--- src/rtl/approx_mul_pipe.sv ---
// rtl/approx_mul_pipe.sv - pipelined run-time configurable approximate unsigned multiplier
module approx_mul_pipe #(
  parameter int W  = 8,
  parameter int TW = $clog2(W),
  parameter int CW = 16
) (
  input  logic            clk,
  input  logic            rst_n,
  input  logic            in_valid,
  output logic            in_ready,
  input  logic [W-1:0]    in_a,
  input  logic [W-1:0]    in_b,
  input  logic [TW-1:0]   cfg_trunc,
  output logic            out_valid,
  input  logic            out_ready,
  output logic [2*W-1:0]  out_p,
  output logic [TW-1:0]   out_trunc,
  output logic [CW-1:0]   txn_cnt
);

  localparam int PW = 2 * W;
  localparam logic [TW-1:0] TMAX = TW'(W - 1);

  logic          s1_valid;
  logic [W-1:0]  s1_a;
  logic [W-1:0]  s1_b;
  logic [TW-1:0] s1_t;
  logic          s1_nz;

  logic          s2_load;
  logic          accept;
  logic          advance;
  logic [TW-1:0] t_eff;
  logic [PW-1:0] sum;

  assign s2_load  = !out_valid || out_ready;
  assign in_ready = !s1_valid || s2_load;
  assign accept   = in_valid && in_ready;
  assign advance  = s1_valid && s2_load;
  assign t_eff    = (cfg_trunc > TMAX) ? TMAX : cfg_trunc;

  // Column-masked reduction: partial products below column T are dropped with no carry-in.
  always_comb begin
    sum = '0;
    for (int i = 0; i < W; i++) begin
      for (int j = 0; j < W; j++) begin
        if ((i + j) >= int'(s1_t)) begin
          sum = sum + (PW'(s1_a[i] & s1_b[j]) << (i + j));
        end
      end
    end
    if ((s1_t != '0) && s1_nz) begin
      sum = sum + (PW'(1) << (s1_t - TW'(1)));
    end
  end

  always_ff @(posedge clk or negedge rst_n) begin
    if (!rst_n) begin
      s1_valid <= 1'b0;
      s1_a     <= '0;
      s1_b     <= '0;
      s1_t     <= '0;
      s1_nz    <= 1'b0;
    end else if (accept) begin
      s1_valid <= 1'b1;
      s1_a     <= in_a;
      s1_b     <= in_b;
      s1_t     <= t_eff;
      s1_nz    <= (in_a != '0) && (in_b != '0);
    end else if (advance) begin
      s1_valid <= 1'b0;
    end
  end

  always_ff @(posedge clk or negedge rst_n) begin
    if (!rst_n) begin
      out_valid <= 1'b0;
      out_p     <= '0;
      out_trunc <= '0;
    end else if (s2_load) begin
      out_valid <= s1_valid;
      if (s1_valid) begin
        out_p     <= sum;
        out_trunc <= s1_t;
      end
    end
  end

  always_ff @(posedge clk or negedge rst_n) begin
    if (!rst_n) begin
      txn_cnt <= '0;
    end else if (out_valid && out_ready) begin
      txn_cnt <= txn_cnt + CW'(1);
    end
  end

endmodule

--- config.mk ---
export PLATFORM = sky130hd
export DESIGN_NAME = approx_mul_pipe
export DESIGN_NICKNAME = d
export VERILOG_FILES = /design/src/rtl/approx_mul_pipe.sv
export SDC_FILE = /design/constraint.sdc
export NUM_CORES = 1
export LEC_CHECK = 0
export BUFFER_PORTS_ARGS = -buffer_cell sky130_fd_sc_hd__buf_2
export CELL_PAD_IN_SITES_DETAIL_PLACEMENT = 0
export CELL_PAD_IN_SITES_GLOBAL_PLACEMENT = 1
export CORE_MARGIN = 2
export CORE_UTILIZATION = 50
export DETAILED_ROUTE_END_ITERATION = 8
export PLACE_DENSITY = 0.94
export SLEW_MARGIN = 5
export SYNTH_ARGS = -nofsm -noshare
export SYNTH_HDL_FRONTEND = slang
export SYNTH_SLANG_ARGS = --single-unit
--- constraint.sdc ---
create_clock -name clk -period 42.4 [get_ports clk]
set_input_delay 0 -clock clk [delete_from_list [all_inputs] [get_ports clk]]
set_output_delay 0 -clock clk [all_outputs]
set_load 0.02 [all_outputs]
==> summary.md, run 1 <==
| Metric | Value |
|---|---|
| EDFF count, synth | 0 |
| Area added between synthesis and finish | 11.7% |
| Cell with the most instances after synthesis | nand2_1 |
| Arrival time worst endpoint | 16,510 ps |
| Min-delay worst type | input pin to asynchronous set/reset pin |
| Leak pwr | 4.22 nW |
| Core area | 16,500 sq um |
| Routed Wire Length | 19.5 mm |
| Data required time of the worst path | 42,620 ps |
| Fill cells | 1,528 |
| Register bit total from synthesis | 57 |
| Ratio of cells with drive above 1 in the final layout | 0.126 |
| DP Cell Count | 1,288 |
| Peak VDD IR | 0.166 mV |
| Latest clock arrival within the worst-skew pair | 320 ps |
| DRC violations left | 0 |
| Vias post-DR | 7,391 |
| Cell count along the critical path | 69 |
| Slew Limit Fails | 0 |
| Syn Inst Count | 1,038 |
| RSZ-0062 raised after global routing | no |
| DR iter-0 viols | 322 |
| Wirelength per Cell | 14.7 um |
| Antenna-violating nets left | 0 |
| Non-filler cells in the finished layout | 1,327 |
| Top_reg_cell synth | dfrtp_1 |
| CP Capture Type | register |
| Avg Inst Size Synth | 8.08 sq um |
| CTS Sinks | 57 |
| Largest net degree at the start of global routing | 58 |
| Overflow left after global routing | 0 |
| Fin crit period | 16,280 ps |
| RD Place Congestion | 0.835 |
| Synth area leader | dfrtp_1 |
| Gr usage total | 0.222 |
| CTS tree | built |
| Die height | 133 um |
| Worst Setup Start Kind | register |
| Post-synthesis sequential area ratio | 0.170 |
| Final Net Count | 1,222 |
| Placed Area | 8860 sq um |
| Total power | 0.786 mW |
| Worst slew pin tran | 985 ps |
| Most frequent cells after synthesis | nand2_1, ha_1, xnor2_1 |
| Max stage delay on crit path | 820 ps |
| Vias in the first global route | 7,150 |
| Async S/R FF share, synth | 1.00 |
| Synth Net Count | 1,158 |
| Family with the most delay on the worst path | XOR/XNOR gates |
| Worst Path Buf+Inv | 2 |
| Post-synthesis cell type count | 74 |
| Ant. Diodes | 0 |
| Die X | 133 um |
| MaxCap Viol Count | 0 |
| Hold_ws | 350 ps |
| First-pass detailed-route iteration total | 5 |
| Final worst clock skew | 10.3 ps |
| CTS Buf Count | 9 |
| YS warnings | 0 |
| Final instance area | 9370 sq um |
| Fmax | 61.4 MHz |
| Post-Syn Area | 8380 sq um |
| PortBufs | 59 |
| First-pass GRT wire length | 33.3 mm |
| Root Driver | clkbuf_16 |
| TNS Setup | 0 ps |
| Top Ports | 60 |
| Initial antenna violation count | 0 |
| Finish-stage setup viols | 0 |
| CP Max Fanout | 24 |
| Longest Clk Path Bufs | 2 |
| Reg clk slew, reported paths | 50 ps |
| Hold Fails Final Rpt | 0 |
| Status | complete, no violations |
| Slowest cell on crit path | dfrtp_1 |
| Worst Reg-to-Reg Cells | 69 |
| Die footprint | 17,800 sq um |
| Initial Util | 0.509 |
| Synth top area share | 0.170 |
| Detailed Place HPWL | 14.6 mm |
| Relative slew slack | 0.342 |
| Fin crit share | 0.384 |
| Largest cells by area after synthesis | dfrtp_1, ha_1, xnor2_1 |
| Post-DR vias/cell | 5.57 |
| H-tree level count | 3 |
| Site Rows | 47 |
| Crit Path Category | register to register |
| Power density over cell area | 83.9 nW/um^2 |
report_power, final:
part	internal [mW]	switching, mW
registers	0.0690	0.0162
logic	0.285	0.350
clock network	0.0411	0.0247
kinds of logic (layout without fill, tap and decap cells):
group / after synthesis / in the layout / synth area share
xor gates and xnor gates: 141 / 141 / 0.162
AOI/OAI and AO/OA: 191 / 191 / 0.148
adders and majority gates: 98 / 98 / 0.158
muxes: 48 / 48 / 0.0637
DFF: 57 / 57 / 0.170
buffers and inverters: 81 / 150 / 0.0370
and+or+nand+nor: 422 / 422 / 0.260
state kept, by name, indices dropped and copies added (netlist names):
signal	flops
out_p	16
s1_valid	1
s1_b	8
txn_cnt	16
s1_t	3
s1_nz	1
out_trunc	3
s1_a	8
out_valid	1
worst reg2reg max path, delay by kind of cell, from the launching register on:
family	cells	cell delay, ps
xor+xnor	23	4780
buf+inv	2	100
flops	1	820
mux	1	280
compound gates	10	1710
simple gates	18	3990
fa+ha+maj	15	4500
cell type report:
class                   count  area (sq um)  share of cell area
clock inverters             4          28.8             0.00307
repair buffers             87           563              0.0601
well taps                 220           275              0.0294
inverters                  47           176              0.0188
flip-flops and latches     57          1430               0.152
multi-input cells         900          6650               0.710
clock buffers              12           246              0.0263
layout by cell type, fill, tap and decap left out, drive strengths merged, types with 5 or more instances in the layout:
cell / n
nand2: 123
ha: 83
xnor2: 81
and2: 65
buf: 64
dfrtp: 57
xor2: 56
nor2: 55
o21ai: 50
inv: 47
a21oi: 47
nand3: 35
mux2: 33
a21o: 23
dlygate4sd3: 23
and3: 21
nor3: 20
nand4: 20
nand2b: 15
nor2b: 15
mux2i: 15
fa: 14
or2: 12
clkbuf: 12
o21bai: 10
nor3b: 8
nor4: 8
a31oi: 8
o21a: 6
or3: 6
and4: 5
or4: 5
a211oi: 5
a21boi: 5
routing by layer:
metal  vias to the layer above  wire, um  track usage
met4                         0       301       0.0550
met5                         -         0            0
met3                        19       634       0.0198
met2                       144      9260        0.381
li1                       3762         -            -
met1                      3466      9280        0.303
worst paths after layout:
| check | startpoint | endpoint | slack, ps |
|---|---|---|---|
| max | s1_t[1] | out_p[15] | 26120 |
| min | rst_n | out_p[13] | 350 |
| max reg2reg | s1_t[1] | out_p[15] | 26120 |
| min reg2reg | txn_cnt[15] | txn_cnt[15] | 470 |
| max in group asynchronous | rst_n | txn_cnt[4] | 41580 |
| min in group clk | cfg_trunc[0] | s1_t[0] | 440 |
per-stage QoR:
| step | worst slack, ps | utilization |
|---|---|---|
| 6_report | 26120 | 0.569 |
| 3_3_place_gp | 26770 | 0.538 |
| 3_5_place_dp | 26240 | 0.538 |
| 4_1_cts | 26180 | 0.569 |
| 2_1_floorplan | 27500 | - |
| 5_1_grt | 24630 | 0.569 |
what timing repair did:
action                    CTS  global route
hold buffers               23             0
hold endpoints to repair   78             0
resized for setup           0             0
buffers inserted            0             0
Note: power is estimated with default switching activity, not from simulation.
==> inputs of run 2 (changes only) <==
--- a/config.mk
+++ b/config.mk
@@ -9,9 +9,9 @@
 export CELL_PAD_IN_SITES_DETAIL_PLACEMENT = 0
 export CELL_PAD_IN_SITES_GLOBAL_PLACEMENT = 1
 export CORE_MARGIN = 2
-export CORE_UTILIZATION = 50
+export CORE_UTILIZATION = 47
 export DETAILED_ROUTE_END_ITERATION = 8
-export PLACE_DENSITY = 0.94
+export PLACE_DENSITY = 0.89
 export SLEW_MARGIN = 5
 export SYNTH_ARGS = -nofsm -noshare
 export SYNTH_HDL_FRONTEND = slang
==> constraint.sdc (replaced) <==
create_clock -name clk -period 15.8 [get_ports clk]
set_input_delay 0 -clock clk [delete_from_list [all_inputs] [get_ports clk]]
set_output_delay 0 -clock clk [all_outputs]
set_load 0.02 [all_outputs]
==> summary.md, run 2 (same netlist as run 1, synthesis figures left out) <==
| Metric | Value |
|---|---|
| Status | complete, no violations |
| Most common cell after layout, fill and taps aside | nand2_1 |
| Latest clock arrival within the worst-skew pair | 330 ps |
| Root Driver | clkbuf_16 |
| DR iter-0 viols | 351 |
| Int Pwr | 1.09 mW |
| Die height | 138 um |
| Initial antenna violation count | 0 |
| Final worst clock skew | 6.63 ps |
| Antenna-violating nets left | 0 |
| Switch share | 0.501 |
| Relative slew slack | 0.346 |
| Arrival time worst endpoint | 15,220 ps |
| Crit path top cell by count | ha_1 |
| Routed Wire Length | 19.8 mm |
| Initial Util | 0.483 |
| CTS Buf Count | 9 |
| Site Rows | 48 |
| Detailed Place HPWL | 14.7 mm |
| TNS Setup | 0 ps |
| Ant. Diodes | 0 |
| Regs by FF count | out_p: 16 flops, txn_cnt: 16 flops |
| Fmax | 66.7 MHz |
| Data required time of the worst path | 16,030 ps |
| First-pass GRT wire length | 33.0 mm |
| Post-layout util | 0.564 |
| Final instance area | 9800 sq um |
| First-pass detailed-route iteration total | 5 |
| Reg clk slew, reported paths | 50 ps |
| Switch Pwr | 1.10 mW |
| Most frequent cells in the layout | nand2_1, ha_1, xnor2_1 |
| Combinational Power Share | 0.819 |
| Worst Setup Start Kind | register |
| Setup WS pre-CTS | 208 ps |
| Min-delay worst type | input pin to asynchronous set/reset pin |
| Final Net Count | 1,251 |
| Overflow left after global routing | 0 |
| MaxCap Viol Count | 0 |
| CTS Sinks | 57 |
| Die X | 138 um |
| Worst slew pin tran | 979 ps |
| R2r startpoint | s1_t[1] |
| RD Place Congestion | 0.815 |
| Largest net degree at the start of global routing | 58 |
| Post-DR vias/cell | 5.50 |
| PortBufs | 59 |
| Vias post-DR | 7,492 |
| Hold Fails Final Rpt | 0 |
| CP Capture Type | register |
| Worst Reg-to-Reg Cells | 71 |
| Power density over cell area | 224 nW/um^2 |
| CP Max Fanout | 4 |
| Final worst slack | 817 ps |
| Sequential Power Share | 0.101 |
| Reg-to-reg endpoint | out_p[15] |
| Clock power share | 0.080 |
| Reg2Reg Setup Slack | 820 ps |
| Fill cells | 1,584 |
| Area added between synthesis and finish | 16.8% |
| Max stage delay on crit path | 540 ps |
| H-tree level count | 3 |
| Longest Clk Path Bufs | 2 |
| DRC violations left | 0 |
| Peak VDD IR | 0.457 mV |
| Total power | 2.19 mW |
| Slew Limit Fails | 0 |
| Leak pwr | 4.44 nW |
| Slowest cell on crit path | fa_1 |
| Core area | 17,400 sq um |
| Non-filler cells in the finished layout | 1,361 |
| Hold_ws | 342 ps |
| Placed Area | 8920 sq um |
| Gr usage total | 0.213 |
| Wirelength per Cell | 14.6 um |
| Crit Path Category | register to register |
| Ratio of cells with drive above 1 in the final layout | 0.180 |
| Fin crit period | 14,980 ps |
| CTS tree | built |
| Vias in the first global route | 7,109 |
| Finish-stage setup viols | 0 |
| Fin crit share | 0.948 |
| Die footprint | 18,900 sq um |
| Top Ports | 60 |
| DP Cell Count | 1,300 |
## run 2: cell types whose count changed in the layout (fill, tap and decap cells not counted), moves of 3 or more
cell     delta
xnor2_2     +8
buf_4      +29
xnor2_1    -10
ha_2        +3
nor3_2      +3
nor3_1      -4
ha_1        -3
## run 2: what timing repair did
action | 4_1_cts | 5_1_grt
setup buffers | 0 | 23
setup endpoints to repair | 0 | 4
hold buffers | 22 | 0
hold endpoints to repair | 78 | 0
gates resized for setup | 0 | 43
## run 2: final cells by class
cell class,instances,area [sq um],area share
clock inverters,6,43.8,0.00447
well taps,225,282,0.0287
clock buffers,10,229,0.0234
multi-input cells,900,6850,0.699
inverters,47,176,0.0180
repair buffers,116,791,0.0807
flip-flops and latches,57,1430,0.146
## run 2: how the worst max path moves through the flow
stage,end,slack [ps],startpoint
after detailed placement,out_p[15],210,s1_a[0]
final,out_p[15],820,s1_t[1]
after global placement,out_p[15],650,s1_a[0]
after CTS,out_p[15],120,s1_a[0]
after floorplan,out_p[15],900,s1_t[2]
after global routing,out_p[15],-270,s1_t[1]
## run 2: metal layers
layer,wire length (um),track usage
met5,0,0
met4,279,0.0458
met3,630,0.0210
met2,9250,0.357
met1,9680,0.296
## run 2: critical path: cells and delay by family, from the launching register on
| family | cells | cell delay, ps |
|---|---|---|
| xor gates and xnor gates | 22 | 4660 |
| buffers and inverters | 3 | 260 |
| muxes | 1 | 280 |
| adders and majority gates | 17 | 4940 |
| AOI/OAI and AO/OA | 10 | 1460 |
| DFF | 1 | 410 |
| and+or+nand+nor | 18 | 2880 |
## run 2: power by group through the flow
stage	logic, mW	clock network, mW	registers [mW]
2_1_floorplan	1.37	0	0.243
3_3_place_gp	1.66	0	0.224
3_5_place_dp	1.67	0	0.224
4_1_cts	1.72	0.178	0.222
5_1_grt	2.06	0.183	0.227
6_report	1.80	0.175	0.222
